<file path="src/rtl/game_tick_if.sv">
// Handshake bundle between the game tick scheduler and the snake control logic.
// The master is the game controller; the slave is the scheduler.
interface game_tick_if #(
    parameter int unsigned LVL_W = 4
);
    logic             restart;
    logic             run;
    logic             boost;
    logic             tick;
    logic             sec_tick;
    logic [LVL_W-1:0] level;
    logic             max_level;

    modport master (
        output restart,
        output run,
        output boost,
        input  tick,
        input  sec_tick,
        input  level,
        input  max_level
    );

    modport slave (
        input  restart,
        input  run,
        input  boost,
        output tick,
        output sec_tick,
        output level,
        output max_level
    );
endinterface

</file>
<file path="src/rtl/game_tick_scheduler.sv">
// Parametrised gameplay/seconds tick generator with level ladder, pause and restart.
// Optional feature: define SPEED_BOOST_EN to let boost halve the period at reload.
module game_tick_scheduler #(
    parameter int unsigned CNT_W          = 32,
    parameter int unsigned CLK_HZ         = 50_000_000,
    parameter int unsigned BASE_PERIOD    = 10_000_000,
    parameter int unsigned PERIOD_STEP    = 1_000_000,
    parameter int unsigned LEVELS         = 6,
    parameter int unsigned LVL_W          = 4,
    parameter int unsigned SECS_PER_LEVEL = 1
) (
    input  logic        clk,
    input  logic        reset_n,
    game_tick_if.slave  bus
);

    localparam logic [CNT_W-1:0] BASE_P    = CNT_W'(BASE_PERIOD);
    localparam logic [CNT_W-1:0] STEP_P    = CNT_W'(PERIOD_STEP);
    localparam logic [CNT_W-1:0] ONE       = CNT_W'(1);
    localparam logic [CNT_W-1:0] SEC_LAST  = CNT_W'(CLK_HZ - 1);
    localparam logic [CNT_W-1:0] SPL_LAST  = CNT_W'(SECS_PER_LEVEL - 1);
    localparam logic [LVL_W-1:0] LVL_LAST  = LVL_W'(LEVELS - 1);

    // The shortest period must still leave a counter value to reload from.
    if (longint'(BASE_PERIOD) - longint'(LEVELS - 1) * longint'(PERIOD_STEP) < 64'sd2) begin : g_bad_period
        $error("game_tick_scheduler: BASE_PERIOD - (LEVELS-1)*PERIOD_STEP must be >= 2");
    end

    if ((64'd1 << LVL_W) < longint'(LEVELS)) begin : g_bad_lvl_w
        $error("game_tick_scheduler: LVL_W too narrow for LEVELS");
    end

    logic [CNT_W-1:0] tick_cnt_q,    tick_cnt_d;
    logic [CNT_W-1:0] sec_cnt_q,     sec_cnt_d;
    logic [CNT_W-1:0] secs_in_lvl_q, secs_in_lvl_d;
    logic [LVL_W-1:0] level_q,       level_d;
    logic             max_q,         max_d;
    logic             tick_q,        tick_d;
    logic             sec_q,         sec_d;

    logic [CNT_W-1:0] period;
    logic [CNT_W-1:0] reload_val;

    // Period for the level held before this edge; constraint keeps it positive.
    always_comb begin
        period = BASE_P - (CNT_W'(level_q) * STEP_P);
    end

`ifdef SPEED_BOOST_EN
    always_comb begin
        if (bus.boost) begin
            reload_val = (period >> 1) - ONE;
        end else begin
            reload_val = period - ONE;
        end
    end
`else
    logic unused_boost;
    assign unused_boost = bus.boost;

    always_comb begin
        reload_val = period - ONE;
    end
`endif

    // Next-state logic: restart beats run; a paused edge holds state and drops pulses.
    always_comb begin
        tick_cnt_d    = tick_cnt_q;
        sec_cnt_d     = sec_cnt_q;
        secs_in_lvl_d = secs_in_lvl_q;
        level_d       = level_q;
        max_d         = max_q;
        tick_d        = 1'b0;
        sec_d         = 1'b0;

        if (bus.restart) begin
            tick_cnt_d    = BASE_P - ONE;
            sec_cnt_d     = '0;
            secs_in_lvl_d = '0;
            level_d       = '0;
            max_d         = 1'b0;
        end else if (bus.run) begin
            if (tick_cnt_q == '0) begin
                tick_d     = 1'b1;
                tick_cnt_d = reload_val;
            end else begin
                tick_cnt_d = tick_cnt_q - ONE;
            end

            if (sec_cnt_q == SEC_LAST) begin
                sec_d     = 1'b1;
                sec_cnt_d = '0;
                // Top level saturates; its seconds count is frozen too.
                if (level_q == LVL_LAST) begin
                    level_d = level_q;
                end else if (secs_in_lvl_q == SPL_LAST) begin
                    level_d       = level_q + LVL_W'(1);
                    secs_in_lvl_d = '0;
                end else begin
                    secs_in_lvl_d = secs_in_lvl_q + ONE;
                end
                max_d = (level_d == LVL_LAST);
            end else begin
                sec_cnt_d = sec_cnt_q + ONE;
            end
        end
    end

    always_ff @(posedge clk) begin
        if (!reset_n) begin
            tick_cnt_q    <= BASE_P - ONE;
            sec_cnt_q     <= '0;
            secs_in_lvl_q <= '0;
            level_q       <= '0;
            max_q         <= 1'b0;
            tick_q        <= 1'b0;
            sec_q         <= 1'b0;
        end else begin
            tick_cnt_q    <= tick_cnt_d;
            sec_cnt_q     <= sec_cnt_d;
            secs_in_lvl_q <= secs_in_lvl_d;
            level_q       <= level_d;
            max_q         <= max_d;
            tick_q        <= tick_d;
            sec_q         <= sec_d;
        end
    end

    assign bus.tick      = tick_q;
    assign bus.sec_tick  = sec_q;
    assign bus.level     = level_q;
    assign bus.max_level = max_q;

endmodule
</file>
<file path="src/flat_wrapper.sv">
// flat-port wrapper written by rule: the top's interface ports become plain ports
module game_tick_scheduler_flat 
#(
    parameter int unsigned CNT_W          = 32,
    parameter int unsigned CLK_HZ         = 50_000_000,
    parameter int unsigned BASE_PERIOD    = 10_000_000,
    parameter int unsigned PERIOD_STEP    = 1_000_000,
    parameter int unsigned LEVELS         = 6,
    parameter int unsigned LVL_W          = 4,
    parameter int unsigned SECS_PER_LEVEL = 1
)
  (clk, reset_n, bus_restart, bus_run, bus_boost, bus_tick, bus_sec_tick, bus_level, bus_max_level);
  game_tick_if #(.LVL_W(LVL_W)) bus_i ();
  input  logic clk;
  input  logic reset_n;
  input wire logic [$bits(bus_i.restart)-1:0] bus_restart;
  input wire logic [$bits(bus_i.run)-1:0] bus_run;
  input wire logic [$bits(bus_i.boost)-1:0] bus_boost;
  output wire logic [$bits(bus_i.tick)-1:0] bus_tick;
  output wire logic [$bits(bus_i.sec_tick)-1:0] bus_sec_tick;
  output wire logic [$bits(bus_i.level)-1:0] bus_level;
  output wire logic [$bits(bus_i.max_level)-1:0] bus_max_level;
  assign bus_i.restart = bus_restart;
  assign bus_i.run = bus_run;
  assign bus_i.boost = bus_boost;
  assign bus_tick = bus_i.tick;
  assign bus_sec_tick = bus_i.sec_tick;
  assign bus_level = bus_i.level;
  assign bus_max_level = bus_i.max_level;
  game_tick_scheduler #(.CNT_W(CNT_W), .CLK_HZ(CLK_HZ), .BASE_PERIOD(BASE_PERIOD), .PERIOD_STEP(PERIOD_STEP), .LEVELS(LEVELS), .LVL_W(LVL_W), .SECS_PER_LEVEL(SECS_PER_LEVEL)) u_core (.clk(clk), .reset_n(reset_n), .bus(bus_i));
endmodule
</file>
<file path="config.mk">
export PLATFORM = sky130hd
export DESIGN_NAME = game_tick_scheduler_flat
export DESIGN_NICKNAME = d
export VERILOG_FILES = /design/src/rtl/game_tick_if.sv /design/src/rtl/game_tick_scheduler.sv /design/src/flat_wrapper.sv
export SDC_FILE = /design/constraint.sdc
export NUM_CORES = 1
export LEC_CHECK = 0
export ABC_AREA = 1
export CORE_ASPECT_RATIO = 1.5
export CORE_MARGIN = 8
export CORE_UTILIZATION = 34
export DETAILED_ROUTE_END_ITERATION = 10
export PLACE_DENSITY = 0.6
export RECOVER_POWER = 25
export SYNTH_ARGS = -nofsm -noshare
export SYNTH_HDL_FRONTEND = slang
export SYNTH_SLANG_ARGS = --single-unit
</file>
<file path="constraint.sdc">
create_clock -name clk -period 3.4 [get_ports clk]
set_input_delay 0.34 -clock clk [delete_from_list [all_inputs] [get_ports clk]]
set_output_delay 0.34 -clock clk [all_outputs]
set_load 0.005 [all_outputs]
</file>
# Word-level counts from Yosys, hierarchy flattened
# Index checks and enable logic that the tools add are counted.
# totals
register_bits	103
in_bits	5
output_inout_bits	7
wordCells	36
# classes
add_sub_neg	6
n_mul	1
n_eq_ne	3
muxes	10
bitwise	3
n_reduce_logical	6
# op_table
cell	count
32-bit 2-to-1 mux	3
32-bit by 1-bit adder with 32-bit output (second input constant)	2
32-bit zero test	2
32-bit by 1-bit subtractor with 32-bit output (second input constant)	2
32-bit by 26-bit equality test with 1-bit output (second input constant)	1
24-bit by 24-bit subtractor with 25-bit output (first input constant)	1
4-bit 2-to-1 mux	5
4-bit by 14-bit multiplier with 18-bit output (second input constant)	1
4-bit by 3-bit equality test with 1-bit output (second input constant)	2
4-bit by 1-bit adder with 4-bit output (second input constant)	1
1-bit inverter	3
3-bit AND reduction	1
3-bit OR reduction	1
1-bit 2-to-1 mux	2
2-bit AND reduction	1
2-bit OR reduction	1

# Logic depth before layout (Yosys ltp)
# Gate-level depths: netlist of run 1.
# logic_depth
word_depth	7
ltp_mapped	22
ltp_nobuf	22

# Least setup slack after synthesis of run 1
# OpenSTA, ideal clock, no wires.
# synth_path
kind	register -> register
start	register u_core.level_q[1], in the netlist u_core.bus.level[1]
end	register u_core.tick_cnt_q[25]
setup_ns	0.070
arrival_ns	3.414
required_ns	3.330
setup_slack_ns	-0.084
path_stages_with_launch	18
path_buffers	0
period_less_slack_ns	3.484
path_cell_list	dfxtp_1 inv_2 ha_1 fa_1 fa_1 inv_1 nand3_1 nor2_1 nand3_1 nand3_1 nand2_1 nand2_1 nand2_1 nor3_2 nand3_1 nand2_1 nand2_1 a21oi_1
# synth_via
elab_chain_len	4
# synth_lines
element	line	rtl
from (decl)	game_tick_scheduler.sv:36	logic [LVL_W-1:0] level_q, level_d;
from (signal assigned)	game_tick_scheduler.sv:122	level_q <= level_d;
4-bit by 14-bit multiplier with 18-bit output	game_tick_scheduler.sv:46	period = BASE_P - (CNT_W'(level_q) * STEP_P);
24-bit by 24-bit subtractor with 25-bit output	game_tick_scheduler.sv:46	
32-bit by 1-bit subtractor with 32-bit output	game_tick_scheduler.sv:62	reload_val = period - ONE;
32-bit 2-to-1 mux	game_tick_scheduler.sv:83	if (tick_cnt_q == '0) begin
to (signal assigned)	game_tick_scheduler.sv:111	tick_cnt_q <= BASE_P - ONE;
to (signal assigned)	game_tick_scheduler.sv:119	tick_cnt_q <= tick_cnt_d;
to (decl)	game_tick_scheduler.sv:33	logic [CNT_W-1:0] tick_cnt_q, tick_cnt_d;
# No other way between the ends.
# A chain may end at the register's enable or synchronous reset.

# Final worst setup path of run 1
# Same ends and word-level chain as after synthesis.

==> results.sh, run 1 <==
export IMPL_status="finished, final reports clean"
export IMPL_async_reset_ff_share_pct=0
export IMPL_vias=8071
export IMPL_hold_buffers=0
export IMPL_cellLeakagePower_uw=0.00350
export IMPL_clk_latency_ps=370
export IMPL_crit_type="register to register"
export IMPL_power_frac_comb_pct=3.8
export IMPL_arrival_ps=3520
export IMPL_totalWireLength_mm=22.3
export IMPL_synth_fa_ha_area_share_pct=5.82
export IMPL_fin_hold_ws_ps=472
export IMPL_routedWlPerCell_um=14.5
export IMPL_tightest_slew_ps=568
export IMPL_r2r_setup_slack_ps=190
export IMPL_finalCritPeriodShare_pct=94.3
export IMPL_hold_class="register to register"
export IMPL_required_ps=3710
export IMPL_hold_depth=2
export IMPL_swShare_pct=23.9
export IMPL_fp_dieH_um=203
export IMPL_diodes=0
export IMPL_drtPass1Iterations=5
export IMPL_syn_area_per_cell_um2=6.45
export IMPL_grt_total_usage_pct=15.7
export IMPL_cts_tree="done"
export IMPL_power_frac_seq_pct=47.3
export IMPL_grt_pass1_wl_mm=36.7
export IMPL_crit_end="u_core.tick_cnt_q[25]"
export IMPL_overflow=0
export IMPL_initial_utilization_pct=34.6
export IMPL_synth_xor_area_share_pct=3.85
export IMPL_port_buffers=10
export IMPL_design_die_area_mm2=0.0286
export IMPL_cts_sinks=103
export IMPL_layout_drive_gt1_share_pct=9.84
export IMPL_period_minus_slack_ps=3210
export IMPL_skew_ps=11.9
export IMPL_r2r_start="u_core.bus.level[1]"
export IMPL_power_switching_uw=617
export IMPL_yosys_area_share_simple_pct=43.8
export IMPL_fp_dieW_um=141
export IMPL_syn_nets=1273
export IMPL_synthToLayoutAreaGrowth_pct=11.0
export IMPL_cts_clk_slew_worst_paths_ps=80
export IMPL_rr_endpoint="u_core.tick_cnt_q[25]"
export IMPL_cts_buffer_depth=2
export IMPL_drv_slew=0
export IMPL_synth_compound_area_share_pct=11.8
export IMPL_synth_top_family_by_area="simple AND/OR/NAND/NOR gates"
export IMPL_drc=0
export IMPL_core_rowCount=68
export IMPL_start_kind="register"
export IMPL_ff2ff_path_depth=17
export IMPL_fin_setup_tns_ps=0
export IMPL_core_area_mm2=0.0230
export IMPL_vdd_drop_max_v=0.000297
export IMPL_io_pins=12
export IMPL_ys_types=52
export IMPL_clockPowerShare_pct=48.9
export IMPL_ys_seq_area_share_pct=25.9
export IMPL_cts_buffers=9
export IMPL_synth_seq_cells=103
export IMPL_ys_warn_count=0
export IMPL_antenna_found_initial=0
export IMPL_max_cap_viol_count=0
export IMPL_synth_edf_count=0
export IMPL_powerDensity_mw_per_mm2=293
export IMPL_setup_viol=0
export IMPL_via_per_inst=5.24
export IMPL_crit_path_max_fanout=5
export IMPL_nets=1294
export IMPL_final_common_cell="nand2_1"
export IMPL_dpl_hpwl_mm=17.3
export IMPL_gp_congestion=0.868
export IMPL_fmax_ghz=0.312
export IMPL_synth_flop_cell="dfxtp_1"
export IMPL_cp_end_kind="register"
export IMPL_drt_iter0_drc=372
export IMPL_finalHoldViolations=0
export IMPL_ant_nets=0
export IMPL_layout_common_cells="279 x nand2_1, 142 x inv_1, 141 x nor2_1"
export IMPL_grt_pass1_vias=7700
export IMPL_root_buffer="clkbuf_16"
export IMPL_netlist_instances=1234
export IMPL_maxSlewHeadroom_pct=62.1
export IMPL_startpoint="u_core.bus.level[1]"
export IMPL_internal_power_uw=1970
export IMPL_synth_mux_area_share_pct=0
export IMPL_htreeDepth=3
export IMPL_grt_max_degree=39
export IMPL_synth_area_mm2=0.00796
-- worst max-delay path, stage by stage, from the launching register on --
cell and delay (ps):
dfxtp_4 380, inv_2 40, ha_1 300, fa_1 550, fa_2 490, inv_1 110
nand3_1 100, nor2_1 130, nand3_1 130, nand3_1 100, nand2_1 50, nand2_1 90
nand2_1 90, nor3_2 200, nand3_1 100, nand2_1 90, nand2_1 80, a21oi_1 120
-- cell families (layout without fill, tap and decap cells) --
| kind of cell | count (synthesis) | count (layout) |
|---|---|---|
| AO/OA/AOI/OAI | 168 | 168 |
| adder cells (fa/ha/maj) | 34 | 34 |
| flip-flops | 103 | 103 |
| XOR/XNOR | 35 | 35 |
| AND/OR/NAND/NOR | 716 | 716 |
| buffers and inverters | 178 | 204 |
-- Yosys cell counts, types with 3 or more instances --
master,number,area [µm²]
nor2_2,16,100
o21ai_0,45,225
nand3_2,9,90.1
nor2_4,9,101
xor2_1,24,210
fa_1,5,100
o21bai_1,3,22.5
a31oi_1,4,25.0
o31ai_1,5,37.5
o21ai_1,5,25.0
nand4_2,8,100
buf_2,3,15.0
ha_1,29,363
xnor2_1,11,96.3
nand2_2,11,68.8
nand2_1,281,1050
nand4_1,42,263
o221ai_1,3,26.3
nand3_1,88,440
nor3b_1,4,30.0
nor4_1,26,163
nor3_1,57,285
o211ai_1,5,37.5
inv_1,141,529
nor2_1,140,526
a211oi_1,3,22.5
nor3_2,4,40.0
nand3b_1,7,52.6
o21a_1,8,60.1
clkbuf_1,14,52.6
a21oi_1,79,395
inv_2,12,45.0
dfxtp_1,103,2060
buf_6,3,33.8
or2_2,3,18.8
nor4_4,3,63.8
-- sequential cells by signal, indices dropped and copies added, names as in the netlist --
name                  count
u_core.tick_cnt_q        32
u_core.bus.tick           1
u_core.bus.level          4
u_core.sec_cnt_q         32
u_core.secs_in_lvl_q     32
u_core.bus.sec_tick       1
u_core.bus.max_level      1
-- what timing repair did --
| action | CTS | global route |
|---|---|---|
| hold endpoints to repair | 0 | 0 |
| setup buffers | 0 | 1 |
| resized for setup | 0 | 14 |
| endpoints found under the setup margin | 0 | 12 |
-- cell type report --
cell class                 count  area (µm²)
clock inverter                 7         124
sequential                   103        2070
timing repair buffer          33         269
multi-input combinational    953        5210
tap                          280         350
inverter                     155         582
fill                        2500       14100
clock buffer                   9         225
-- stage by stage --
| step | instances | setup slack, ps | utilization, % | total power [µW] | instance area, µm² |
|---|---|---|---|---|---|
| detailed placement | 1523 | 23.7 | 36.8 | 1350 | 8450 |
| CTS | 1539 | 4.93 | 38.3 | 2620 | 8800 |
| finish | 1540 | 193 | 38.4 | 2590 | 8830 |
| global route | 1540 | -16.0 | 38.4 | 2670 | 8830 |
| floorplan | 1234 | 14.5 | - | 1320 | 7960 |
| global placement | 1523 | 70.7 | 36.8 | 1350 | 8450 |
-- power groups by stage --
stage | Combinational [µW] | Clock, µW | Sequential (µW)
2_1_floorplan | 68.1 | 0 | 1250
3_3_place_gp | 98.9 | 0 | 1250
3_5_place_dp | 99.9 | 0 | 1250
4_1_cts | 100 | 1300 | 1220
5_1_grt | 110 | 1330 | 1230
6_report | 98.3 | 1270 | 1220
-- worst min-delay path by stage --
stage / startpoint / endpoint / slack [ps]
floorplan: u_core.sec_cnt_q[31] / u_core.sec_cnt_q[31] / 450
global placement: u_core.sec_cnt_q[31] / u_core.sec_cnt_q[31] / 450
detailed placement: u_core.sec_cnt_q[31] / u_core.sec_cnt_q[31] / 460
CTS: u_core.sec_cnt_q[31] / u_core.sec_cnt_q[31] / 470
global route: u_core.sec_cnt_q[31] / u_core.sec_cnt_q[31] / 510
finish: u_core.sec_cnt_q[31] / u_core.sec_cnt_q[31] / 470
-- metal layers --
layer	part of all wire, %	global-route usage, %
met5	0	0
met4	2.9	8.05
met3	2.2	1.57
met2	55	30.8
met1	40	16.0
(Power assumes the default switching activity.)
==> run 2: changes to the inputs <==
SKIP_CTS_REPAIR_TIMING = 1   (was not set)
==> results of run 2 <==
No change in the layout: final DEF, timing and power equal those of run 1.
